## src/rtl/tx_symbol_source_pkg.sv

```systemverilog
// Shared constants and the Gray-coded 16-QAM level function for the transmit symbol source.
package tx_symbol_source_pkg;

  localparam int LFSR_LEN_DEF = 22;
  localparam int OUT_W_DEF    = 18;

  // Levels at the 18-bit 1s17 output width: +-a and +-3a with a = 2^15
  localparam int QAM_LVL_HI = 98304;
  localparam int QAM_LVL_LO = 32768;

  // Gray map of one axis: 00 -> -3a, 01 -> -a, 11 -> +a, 10 -> +3a (a scaled to out_w)
  function automatic int qam_gray_level(input logic [1:0] bits, input int out_w);
    int lo;
    int hi;
    int lvl;
    if (out_w >= 18) begin
      lo = QAM_LVL_LO << (out_w - 18);
      hi = QAM_LVL_HI << (out_w - 18);
    end else begin
      lo = QAM_LVL_LO >> (18 - out_w);
      hi = QAM_LVL_HI >> (18 - out_w);
    end
    lvl = 0;
    case (bits)
      2'b00: lvl = -hi;
      2'b01: lvl = -lo;
      2'b11: lvl = lo;
      2'b10: lvl = hi;
      default: lvl = 0;
    endcase
    return lvl;
  endfunction

endpackage

```

## src/rtl/tx_symbol_source_if.sv

```systemverilog
// Output bundle of the transmit symbol source toward the upsampler / SRRC filter.
// sample_en and sym_en are single-cycle strobes with no backpressure: the consumer must take data on the strobe.
interface tx_symbol_source_if #(
  parameter int LFSR_LEN = 22,
  parameter int OUT_W    = 18
);
  logic [3:0]                 phase;
  logic                       sample_en;
  logic                       sym_en;
  logic [LFSR_LEN-1:0]        seq_out;
  logic [3:0]                 sym_out;
  logic                       cycle_out;
  logic                       cycle_out_periodic;
  logic                       cycle_out_periodic_ahead;
  logic                       cycle_out_periodic_behind;
  logic [LFSR_LEN-1:0]        lfsr_counter;
  logic signed [OUT_W-1:0]    in_phs_sig;
  logic signed [OUT_W-1:0]    quad_sig;

  modport master (
    output phase, sample_en, sym_en, seq_out, sym_out, cycle_out,
           cycle_out_periodic, cycle_out_periodic_ahead, cycle_out_periodic_behind,
           lfsr_counter, in_phs_sig, quad_sig
  );

  modport slave (
    input  phase, sample_en, sym_en, seq_out, sym_out, cycle_out,
           cycle_out_periodic, cycle_out_periodic_ahead, cycle_out_periodic_behind,
           lfsr_counter, in_phs_sig, quad_sig
  );
endinterface

```

## src/rtl/tx_symbol_source_lfsr_core.sv

```systemverilog
// Fibonacci LFSR with a period counter and registered period markers; advances only when en is high.
// Counter and periodic markers exist only when TX_PERIOD_MARKERS_EN is defined.
module tx_lfsr_core #(
  parameter int                  LFSR_LEN = 22,
  parameter logic [LFSR_LEN-1:0] TAPS     = LFSR_LEN'(22'h300000),
  parameter logic [LFSR_LEN-1:0] SEED     = {LFSR_LEN{1'b1}}
) (
  input  logic                clk,
  input  logic                reset,
  input  logic                en,
  output logic [LFSR_LEN-1:0] state,
  output logic [LFSR_LEN-1:0] counter,
  output logic                cycle_out,
  output logic                periodic,
  output logic                periodic_ahead,
  output logic                periodic_behind
);

  logic                fb;
  logic [LFSR_LEN-1:0] state_next;

  assign fb         = ^(state & TAPS);
  assign state_next = {state[LFSR_LEN-2:0], fb};

  always_ff @(posedge clk) begin
    if (reset) begin
      state     <= SEED;
      cycle_out <= 1'b0;
    end else begin
      cycle_out <= 1'b0;
      if (en) begin
        state     <= state_next;
        cycle_out <= (state_next == SEED);
      end
    end
  end

`ifdef TX_PERIOD_MARKERS_EN
  // Counter runs 0 .. 2^LEN-2, matching the LFSR period of 2^LEN-1 symbols
  localparam logic [LFSR_LEN-1:0] CNT_LAST = {{(LFSR_LEN-1){1'b1}}, 1'b0};
  localparam logic [LFSR_LEN-1:0] CNT_ONE  = {{(LFSR_LEN-1){1'b0}}, 1'b1};

  logic [LFSR_LEN-1:0] cnt_q;
  logic [LFSR_LEN-1:0] cnt_next;

  assign cnt_next = (cnt_q == CNT_LAST) ? '0 : cnt_q + CNT_ONE;

  always_ff @(posedge clk) begin
    if (reset) begin
      cnt_q           <= '0;
      periodic        <= 1'b0;
      periodic_ahead  <= 1'b0;
      periodic_behind <= 1'b0;
    end else begin
      periodic        <= 1'b0;
      periodic_ahead  <= 1'b0;
      periodic_behind <= 1'b0;
      if (en) begin
        cnt_q           <= cnt_next;
        periodic        <= (cnt_next == '0);
        periodic_ahead  <= (cnt_next == CNT_LAST);
        periodic_behind <= (cnt_next == CNT_ONE);
      end
    end
  end

  assign counter = cnt_q;
`else
  assign counter         = '0;
  assign periodic        = 1'b0;
  assign periodic_ahead  = 1'b0;
  assign periodic_behind = 1'b0;
`endif

endmodule

```

## src/rtl/tx_symbol_source.sv

```systemverilog
// 16-QAM transmit symbol source: phase counter strobes, LFSR symbols and registered Gray-mapped I/Q.
// Optional period counter/markers enabled by defining TX_PERIOD_MARKERS_EN.
module tx_symbol_source
  import tx_symbol_source_pkg::*;
#(
  parameter int                  LFSR_LEN = LFSR_LEN_DEF,
  parameter logic [LFSR_LEN-1:0] TAPS     = LFSR_LEN'(22'h300000),
  parameter logic [LFSR_LEN-1:0] SEED     = {LFSR_LEN{1'b1}},
  parameter int                  OUT_W    = OUT_W_DEF
) (
  input  logic              clk,
  input  logic              reset,
  tx_symbol_source_if.master sym_if
);

  logic [3:0]              phase;
  logic                    sample_en;
  logic                    sym_en;
  logic [LFSR_LEN-1:0]     seq;
  logic [LFSR_LEN-1:0]     counter;
  logic                    cycle_out;
  logic                    periodic;
  logic                    periodic_ahead;
  logic                    periodic_behind;
  logic [3:0]              sym;
  logic signed [OUT_W-1:0] i_lvl;
  logic signed [OUT_W-1:0] q_lvl;

  always_ff @(posedge clk) begin
    if (reset) begin
      phase <= 4'd0;
    end else begin
      phase <= phase + 4'd1;
    end
  end

  assign sample_en = &phase[1:0];
  assign sym_en    = &phase;

  tx_lfsr_core #(
    .LFSR_LEN (LFSR_LEN),
    .TAPS     (TAPS),
    .SEED     (SEED)
  ) u_core (
    .clk             (clk),
    .reset           (reset),
    .en              (sym_en),
    .state           (seq),
    .counter         (counter),
    .cycle_out       (cycle_out),
    .periodic        (periodic),
    .periodic_ahead  (periodic_ahead),
    .periodic_behind (periodic_behind)
  );

  assign sym = seq[3:0];

  // Mapped from the pre-shift symbol, so I/Q lag sym_out by one symbol
  always_ff @(posedge clk) begin
    if (reset) begin
      i_lvl <= '0;
      q_lvl <= '0;
    end else if (sym_en) begin
      i_lvl <= OUT_W'(qam_gray_level(sym[3:2], OUT_W));
      q_lvl <= OUT_W'(qam_gray_level(sym[1:0], OUT_W));
    end
  end

  assign sym_if.phase                     = phase;
  assign sym_if.sample_en                 = sample_en;
  assign sym_if.sym_en                    = sym_en;
  assign sym_if.seq_out                   = seq;
  assign sym_if.sym_out                   = sym;
  assign sym_if.cycle_out                 = cycle_out;
  assign sym_if.cycle_out_periodic        = periodic;
  assign sym_if.cycle_out_periodic_ahead  = periodic_ahead;
  assign sym_if.cycle_out_periodic_behind = periodic_behind;
  assign sym_if.lfsr_counter              = counter;
  assign sym_if.in_phs_sig                = i_lvl;
  assign sym_if.quad_sig                  = q_lvl;

endmodule

```

## src/flat_wrapper.sv

```systemverilog
// flat-port wrapper written by rule: the top's interface ports become plain ports
module tx_symbol_source_flat import tx_symbol_source_pkg::*;
#(
  parameter int                  LFSR_LEN = LFSR_LEN_DEF,
  parameter logic [LFSR_LEN-1:0] TAPS     = LFSR_LEN'(22'h300000),
  parameter logic [LFSR_LEN-1:0] SEED     = {LFSR_LEN{1'b1}},
  parameter int                  OUT_W    = OUT_W_DEF
)
  (clk, reset, sym_if_phase, sym_if_sample_en, sym_if_sym_en, sym_if_seq_out, sym_if_sym_out, sym_if_cycle_out, sym_if_cycle_out_periodic, sym_if_cycle_out_periodic_ahead, sym_if_cycle_out_periodic_behind, sym_if_lfsr_counter, sym_if_in_phs_sig, sym_if_quad_sig);
  tx_symbol_source_if #(.LFSR_LEN(LFSR_LEN), .OUT_W(OUT_W)) sym_if_i ();
  input  logic clk;
  input  logic reset;
  output wire logic [$bits(sym_if_i.phase)-1:0] sym_if_phase;
  output wire logic [$bits(sym_if_i.sample_en)-1:0] sym_if_sample_en;
  output wire logic [$bits(sym_if_i.sym_en)-1:0] sym_if_sym_en;
  output wire logic [$bits(sym_if_i.seq_out)-1:0] sym_if_seq_out;
  output wire logic [$bits(sym_if_i.sym_out)-1:0] sym_if_sym_out;
  output wire logic [$bits(sym_if_i.cycle_out)-1:0] sym_if_cycle_out;
  output wire logic [$bits(sym_if_i.cycle_out_periodic)-1:0] sym_if_cycle_out_periodic;
  output wire logic [$bits(sym_if_i.cycle_out_periodic_ahead)-1:0] sym_if_cycle_out_periodic_ahead;
  output wire logic [$bits(sym_if_i.cycle_out_periodic_behind)-1:0] sym_if_cycle_out_periodic_behind;
  output wire logic [$bits(sym_if_i.lfsr_counter)-1:0] sym_if_lfsr_counter;
  output wire logic [$bits(sym_if_i.in_phs_sig)-1:0] sym_if_in_phs_sig;
  output wire logic [$bits(sym_if_i.quad_sig)-1:0] sym_if_quad_sig;
  assign sym_if_phase = sym_if_i.phase;
  assign sym_if_sample_en = sym_if_i.sample_en;
  assign sym_if_sym_en = sym_if_i.sym_en;
  assign sym_if_seq_out = sym_if_i.seq_out;
  assign sym_if_sym_out = sym_if_i.sym_out;
  assign sym_if_cycle_out = sym_if_i.cycle_out;
  assign sym_if_cycle_out_periodic = sym_if_i.cycle_out_periodic;
  assign sym_if_cycle_out_periodic_ahead = sym_if_i.cycle_out_periodic_ahead;
  assign sym_if_cycle_out_periodic_behind = sym_if_i.cycle_out_periodic_behind;
  assign sym_if_lfsr_counter = sym_if_i.lfsr_counter;
  assign sym_if_in_phs_sig = sym_if_i.in_phs_sig;
  assign sym_if_quad_sig = sym_if_i.quad_sig;
  tx_symbol_source #(.LFSR_LEN(LFSR_LEN), .TAPS(TAPS), .SEED(SEED), .OUT_W(OUT_W)) u_core (.clk(clk), .reset(reset), .sym_if(sym_if_i));
endmodule
```

## config.mk

```make
export PLATFORM = sky130hd
export DESIGN_NAME = tx_symbol_source_flat
export DESIGN_NICKNAME = d
export VERILOG_FILES = /design/src/rtl/tx_symbol_source_pkg.sv /design/src/rtl/tx_symbol_source_if.sv /design/src/rtl/tx_symbol_source_lfsr_core.sv /design/src/rtl/tx_symbol_source.sv /design/src/flat_wrapper.sv
export SDC_FILE = /design/constraint.sdc
export NUM_CORES = 1
export LEC_CHECK = 0
export CORE_MARGIN = 8
export CORE_UTILIZATION = 25
export DETAILED_ROUTE_END_ITERATION = 6
export GPL_TIMING_DRIVEN = 0
export SLEW_MARGIN = 20
export SYNTH_ARGS = -nofsm -noshare
export SYNTH_HDL_FRONTEND = slang
export SYNTH_SLANG_ARGS = --single-unit
```

## constraint.sdc

```tcl
create_clock -name clk -period 2.3 [get_ports clk]
set_input_delay 0.23 -clock clk [delete_from_list [all_inputs] [get_ports clk]]
set_output_delay 0.23 -clock clk [all_outputs]
set_load 0.005 [all_outputs]
```

==> run summary, run 1 <==
The signal arrival time at the worst endpoint came out at 1.94 ns. The post-synthesis instance area is approximately 0.0017 mm^2. The starting density of the core is between 20% and 30%. The max-slew violation total from the final report came out at 0. Summing the areas of all and, or, nand and nor instances in the mapped netlist gives roughly a quarter of the synthesized area.

The kind of end point of the critical path is a primary output. The met2 routed wirelength came out at around 1.9 mm. In this run, distinct cell masters in the synthesized netlist total 22.

The largest vdd supply drop came out at between 0.3 and 0.4 mV. The site row count came out at 30. The maximum number of pins on one net before global-route repair came out at 21. The remaining antenna violation count after routing is 0. Detailed placement ended at an HPWL of around 3.3 mm.

Setup total negative slack on the finished layout was measured at 0 ns. The height of the die is a little under 100 um. The post-detailed-route wirelength per cell is between 10 and 15 um. Setup violations remaining at the end of the flow were counted as 0.

Summed over all layers, the global routing overflow is 0. The part of the power in the clock network is between 30 and 40%. In the final routing, the length of wire on met1 measures approximately 1.8 mm. The combined global-route utilization of all metal layers came out at 8.49%. In this run the worst path has a maximum fanout of 20. The minimum clock period is 2.17 ns. The worst-case clock buffer depth is 2. The total wirelength of the detailed-routed design came out at 4.19 mm.

The number of hold violations in the final report came out at 0. The number of sinks on the clock net came out at 32. STA classifies the critical path startpoint as a flop. The DRC violation count after routing is 0. The area of the core is 0.00668 mm^2. The DRC marker count from the first detailed-route iteration is 63. The flow ran to the end, and the final reports show no timing, DRC or antenna violations. The timing-limited maximum frequency is between 400 and 500 MHz.

The biggest area contributor in the post-synthesis netlist is sky130_fd_sc_hd__dfxtp_1. The met3 wirelength from detailed routing came out at roughly 460 um. Ranked by total cell area, the synthesized netlist is headed by sky130_fd_sc_hd__dfxtp_1 (38%), sky130_fd_sc_hd__buf_4 (26%), sky130_fd_sc_hd__nand2_1 (9.5%).

The compound-cell area share of the yosys netlist came out at under 10%. 0 antenna diodes ended up in the layout. The number of cells produced by synthesis is 205. The share of synthesized area occupied by flip-flops and latches is between 30% and 40%. The synthesized design contains 32 register bits. The path class of the tightest hold or removal check is flop to flop.

The largest family of logic cells by synthesized area is buffers and inverters. The width of the chip is about 100 um. The max-capacitance violation count came out at 0.

TritonCTS built the clock tree. The cell-internal power came out at around 0.00084 W. The xor/xnor share of the synthesized area is ~1.5%.

The warning count from the yosys run is 0. The clock tree skew after final layout came out at about 0.0054 ns. The first-pass GRT wire length is 6.63 mm. The clock latency of the later-clocked register in the worst-skew pair came out at around 0.28 ns.

The layout-stage area growth over the synthesis result is 45.6%. The power per cell area is about 440 mW/mm^2. Buffers placed on the I/O ports in this run total 40.

The count of buffers added by post-CTS timing repair for setup is 0. The adder-cell share of the synthesized area is ~3.7%. The number of antenna violations at the first check in global routing came out at 0. At the end of routability-driven placement, the weighted congestion stood at 0.688. The maximum level of the CTS H-tree came out at 2. The post-route netlist has 23.7% of its cells at a drive strength greater than 1. The final net count is a little over 300. The number of placed I/O pins is 96.

Net switching is 23.0% of the power. The via count normalized by instance count is 3.63. The via count of the first global-routing pass came out at 1358. The tree is rooted in a sky130_fd_sc_hd__clkbuf_8. The number of fillers in the final layout is around 710. The number of buffers created by CTS came out at 5. Each instance of the synthesized netlist takes up on average 8.32 um^2. The power spent charging and discharging nets is 0.000252 W. The highest layer touched by signal routing is met4. The required time at the endpoint of the critical path is 2.07 ns. The share of cell area taken by muxes after synthesis came out at 0%. Clock-pin slew was measured on the worst setup and hold paths at ~0.070 ns.

The portion of total power attributed to combinational logic is a little under an eighth. The final period utilization is between 90% and 100%. Setup repair after global routing left no endpoint under its margin. The number of iterations in the first detailed-routing pass came out at 4.

The die area came out at between 0.009 and 0.01 mm^2. The setup path with the least slack is of type flop to primary output. The part of the total power dissipated in sequential elements came out at 51.4%. The utilization after layout came out at 37.2%. The area fraction of the dominant cell type after synthesis came out at 37.6%. For this design the static power due to leakage is 1.32 nW.

The total via count in the routed design is about 1.4k.
## sequential cells by signal (all words and copies together), names as in the netlist
signal,count
u_core.u_core.cycle_out,1
u_core.sym_if.phase,4
u_core.u_core.state,22
u_core.sym_if.in_phs_sig,2
u_core.sym_if.quad_sig,3
## cell families (layout without fill, tap and decap cells)
family	after synthesis	count (layout)
buf+inv	73	118
other cells	1	55
flops	32	32
compound gates	6	6
xor+xnor	3	3
simple gates	85	85
fa+ha+maj	5	5
## power by group through the flow
stage               registers [W]  clock network (W)  logic, W
CTS                      0.000563           0.000423  0.000124
detailed placement       0.000575                  0  0.000124
finish                   0.000563           0.000404  0.000129
global placement         0.000575                  0  0.000123
global route             0.000563           0.000442  0.000143
floorplan                0.000575                  0  0.000105
## per-layer routing
metal / vias up / global-route usage [%]
met5: - / 0
met4: 0 / 3.19
met3: 7 / 5.00
met2: 65 / 13.4
met1: 586 / 9.12
li1: 737 / -
## cells in the final DEF, fill, tap and decap left out, drive strengths merged, types with 5 or more instances in the layout
cell	n
nand3b	18
clkbuf	9
conb	55
clkdlybuf4s50	40
buf	63
dfxtp	32
nand2	43
nor2	10
ha	5
## critical path, stage by stage (launching register included)
cell and delay, ns:
sky130_fd_sc_hd__dfxtp_1 0.38, sky130_fd_sc_hd__ha_1 0.24, sky130_fd_sc_hd__nand3_2 0.20, sky130_fd_sc_hd__clkinv_2 0.27
sky130_fd_sc_hd__clkdlybuf4s50_1 0.56
## worst paths after layout
| check | startpoint | endpoint | slack (ns) | cells after the start |
|---|---|---|---|---|
| worst min register to register | u_core.sym_if.in_phs_sig[16] | u_core.sym_if.in_phs_sig[16] | 0.46 | 2 |
| worst min-delay path | u_core.sym_if.in_phs_sig[16] | u_core.sym_if.in_phs_sig[16] | 0.46 | 2 |
| worst max-delay path | u_core.sym_if.phase[0] | sym_if_sym_en | 0.13 | 4 |
| worst max register to register | u_core.sym_if.phase[0] | u_core.u_core.state[16] | 0.55 | 6 |
## synthesized netlist by cell type
cell type                  instances
sky130_fd_sc_hd__nand2_1          43
sky130_fd_sc_hd__conb_1            1
sky130_fd_sc_hd__clkbuf_1          3
sky130_fd_sc_hd__xnor2_1           1
sky130_fd_sc_hd__and2b_1           1
sky130_fd_sc_hd__nor4_2            1
sky130_fd_sc_hd__a21oi_1           3
sky130_fd_sc_hd__nor3_1            4
sky130_fd_sc_hd__a211o_1           3
sky130_fd_sc_hd__nand3b_1         18
sky130_fd_sc_hd__ha_1              5
sky130_fd_sc_hd__or4_1             1
sky130_fd_sc_hd__nor2_1           10
sky130_fd_sc_hd__nand4_1           4
sky130_fd_sc_hd__buf_4            60
sky130_fd_sc_hd__nand3_1           2
sky130_fd_sc_hd__inv_2             1
sky130_fd_sc_hd__inv_1             4
sky130_fd_sc_hd__nand4b_1          1
sky130_fd_sc_hd__dfxtp_1          32
sky130_fd_sc_hd__xor2_1            2
sky130_fd_sc_hd__buf_2             5
## what timing repair did
| action | in CTS | in global routing |
|---|---|---|
| gates cloned | 0 | 0 |
| endpoints found under the setup margin | 1 | 1 |
| endpoints found under the hold margin | 0 | 0 |
| gates resized for setup | 1 | 1 |
| hold buffers | 0 | 0 |
## area by class of cell
type	instances	area (um^2)	area share, %
plain buffers	66	477	19.2
inverters	5	20.0	0.806
well taps	80	100	4.03
repair buffers	40	400	16.1
multi-input cells	154	767	30.9
flip-flops and latches	32	641	25.8
clock buffers	6	72.6	2.92
clock inverters	1	5.00	0.202
## stage by stage
step,setup WS [ns],hold slack (ns),total power (W),area [um^2],cells
floorplan,0.818,0.420,0.000680,1910,259
finish,0.133,0.457,0.00110,2480,384
detailed placement,0.0741,0.450,0.000699,2410,379
global route,0.0104,0.484,0.00115,2480,384
global placement,0.0500,0.446,0.000699,2410,379
CTS,0.0410,0.459,0.00111,2480,384
No activity file was read; power rests on OpenSTA's default activity.
==> run 2, diff against run 1 <==
CORE_ASPECT_RATIO = 2   (was unset)
==> run 2 against run 1 <==
- sequential power about the same
- highest routed layer unchanged
- global-route usage grew 0.16 points
- die area grew 1.6%
- clock power is 85% higher
- maximum frequency grew 1.8%
- critical endpoint unchanged
- final cell count increased by 2.3%
- non-clock buffer count is the same
==> run summary, run 2 (synthesized netlist as in run 1, its figures left out) <==
The run finished with clean final reports. The number of fillers in the final layout is 727. The share of cells above drive strength 1 is between 20% and 30%.

Setup repair after global routing left no endpoint under its margin. The max-slew violation total from the final report is 0. On the final layout, the worst hold slack is 0.468 ns. Based on the critical path, the design can be clocked at up to about 470 MHz.

The final critical path takes up 92.5% of the cycle. The number of iterations in the first detailed-routing pass came out at 3. The worst-path cell with the longest stage delay is sky130_fd_sc_hd__clkdlybuf4s50_1.

Counting flops per register, the top entry is u_core.u_core.state. The post-detailed-route wirelength per cell came out at roughly 11 um. The detailed-route wire length on metal 1 is between 1.5 and 2 mm.

The floorplan has 42 rows. The worst hold path belongs to the class flop to flop. In the routed layout, each cell is associated on average with a via count of ~3.6.

The maximum single-stage delay on the critical path came out at around 0.57 ns. The number of hold-repair buffers added at the cts stage is 0. The total overflow left after global routing is 0. The met3 wirelength from detailed routing is approximately 600 um. The number of antenna violations at the first check in global routing is 0. The setup path with the least slack is of type flop to primary output.

For this run, the post-layout net count is approximately 310. Data arrives at the worst endpoint at 1.90 ns. The number of antenna cells inserted came out at 0. The layout-stage area growth over the synthesis result is 51.4%.

The total area inside the core boundary comes to roughly 0.0066 mm^2. The worst-case clock buffer depth is 2. The clock latency of the later-clocked register in the worst-skew pair came out at between 0.2 and 0.3 ns. The die area is between 0.009 and 0.01 mm^2.

The tool flagged a number of max-cap violations equal to 0. The highest layer touched by signal routing is met4. The flip-flop count of the largest register after layout is 22. The remaining antenna violation count after routing came out at 0. STA classifies the critical path startpoint as a flop. The floorplan step set the die height to ~130 um. Adding up every negative setup slack in the final design gives 0 ns. Summed over all cells, the static leakage comes to 1.36 nW. The via count of the first global-routing pass came to ~1.5k. The maximum number of pins on one net before global-route repair is 21. between 90 and 100 I/O pins were placed. The total via count in the routed design came out at ~1.4k. The register clock-pin slew on the reported worst setup and hold paths is around 0.060 ns. The minimum clock period came out at 2.13 ns.

TritonCTS built the clock tree. Of all nets on the critical path, the largest fanout is 20. The number of sinks on the clock net came out at 32. The number of buffers created by CTS is 5. On the final layout, the worst clock skew is about 0.0054 ns. The width of the chip is roughly 74 um. The count of buffers added by post-CTS timing repair for setup is 0. In the global route stage, overall resource usage came out at ~8.7%. The final total power came out at around 0.0014 W.

Summed over all nets, wire length on met2 after detailed routing comes to roughly 2.2 mm. The congestion estimate from routability-driven global placement came to about 0.7. The wire-length estimate of the detail-placed layout is 3.65 mm.

The first routing iteration left 7 violations. The maximum level of the CTS H-tree is 2. Leaving out fill and tap cells, the most frequent cell in the layout is sky130_fd_sc_hd__buf_4. The power per cell area came out at around 560 mW/mm^2.

The required time at the endpoint of the critical path is between 2 and 2.5 ns. VDD sags by at most ~0.27 mV. The DRC violation count after routing is 0. The worst setup path is captured at a primary output. The starting density of the core came out at around 26%. The number of hold violations in the final report came out at 0. Summed over all layers, the routed wires come to between 4 and 5 mm. The first-pass GRT wire length came out at around 6.8 mm. The root buffer cell chosen for the clock tree is sky130_fd_sc_hd__clkbuf_16. Setup violations remaining at the end of the flow were counted as 0. Walking the worst path, the cells encountered are ha_1, nand3_2, clkinv_2, clkdlybuf4s50_1.

The total of buffers placed on input and output ports is 40. In the layout the commonest cells are sky130_fd_sc_hd__buf_4 (60), sky130_fd_sc_hd__conb_1 (55), sky130_fd_sc_hd__nand2_1 (43).
==> run 2: metrics by stage <==
stage | instance area (um^2) | setup slack, ns | util [%] | instances
after global placement | 2420 | 0.0593 | 36.5 | 387
after global routing | 2580 | 0.00858 | 39.0 | 393
final | 2580 | 0.171 | 39.0 | 393
after CTS | 2580 | 0.0603 | 39.0 | 393
after detailed placement | 2420 | 0.0684 | 36.5 | 387
after floorplan | 1910 | 0.818 | - | 259
==> run 2: layer usage <==
metal | GRT usage, % | vias up
met3 | 4.39 | 5
met2 | 15.4 | 72
met4 | 3.30 | 0
met1 | 7.87 | 599
li1 | - | 737
met5 | 0 | -
==> run 2: worst max-delay path: cells and delay by family (launching register included) <==
| kind | cells | cell delay, ns |
|---|---|---|
| buffers and inverters | 2 | 0.83 |
| adder cells (fa/ha/maj) | 1 | 0.24 |
| AND/OR/NAND/NOR | 1 | 0.19 |
| flip-flops | 1 | 0.37 |
==> run 2: worst paths after layout <==
| check | startpoint | end | slack [ns] | depth (start not counted) |
|---|---|---|---|---|
| worst min-delay path | u_core.sym_if.quad_sig[16] | u_core.sym_if.quad_sig[16] | 0.47 | 2 |
| worst min register to register | u_core.sym_if.quad_sig[16] | u_core.sym_if.quad_sig[16] | 0.47 | 2 |
| worst max register to register | u_core.sym_if.phase[0] | u_core.u_core.state[7] | 0.58 | 6 |
| worst max-delay path | u_core.sym_if.phase[0] | sym_if_sym_en | 0.17 | 4 |
==> run 2: repair_timing <==
action / CTS / global route
pin swaps: 0 / 0
cloned: 0 / 0
endpoints found under the setup margin: 1 / 1
resized for setup: 1 / 1
==> run 2: final cells by class <==
cell class | instances | area (um^2) | share of cell area (%)
sequential | 32 | 641 | 24.8
inverter | 5 | 20.0 | 0.775
buffer | 66 | 477 | 18.5
multi-input combinational | 154 | 767 | 29.7
tap | 88 | 110 | 4.26
timing repair buffer | 40 | 400 | 15.5
clock buffer | 5 | 125 | 4.84
clock inverter | 3 | 42.5 | 1.65
==> run 2: power by group <==
part	total, W	internal, W	leakage [nW]	switching [W]
combinational	0.000131	0.0000799	1.02	0.0000508
clock	0.000748	0.000508	0.0798	0.000240
sequential	0.000564	0.000559	0.259	0.00000444
total	0.00144	0.00115	1.36	0.000296
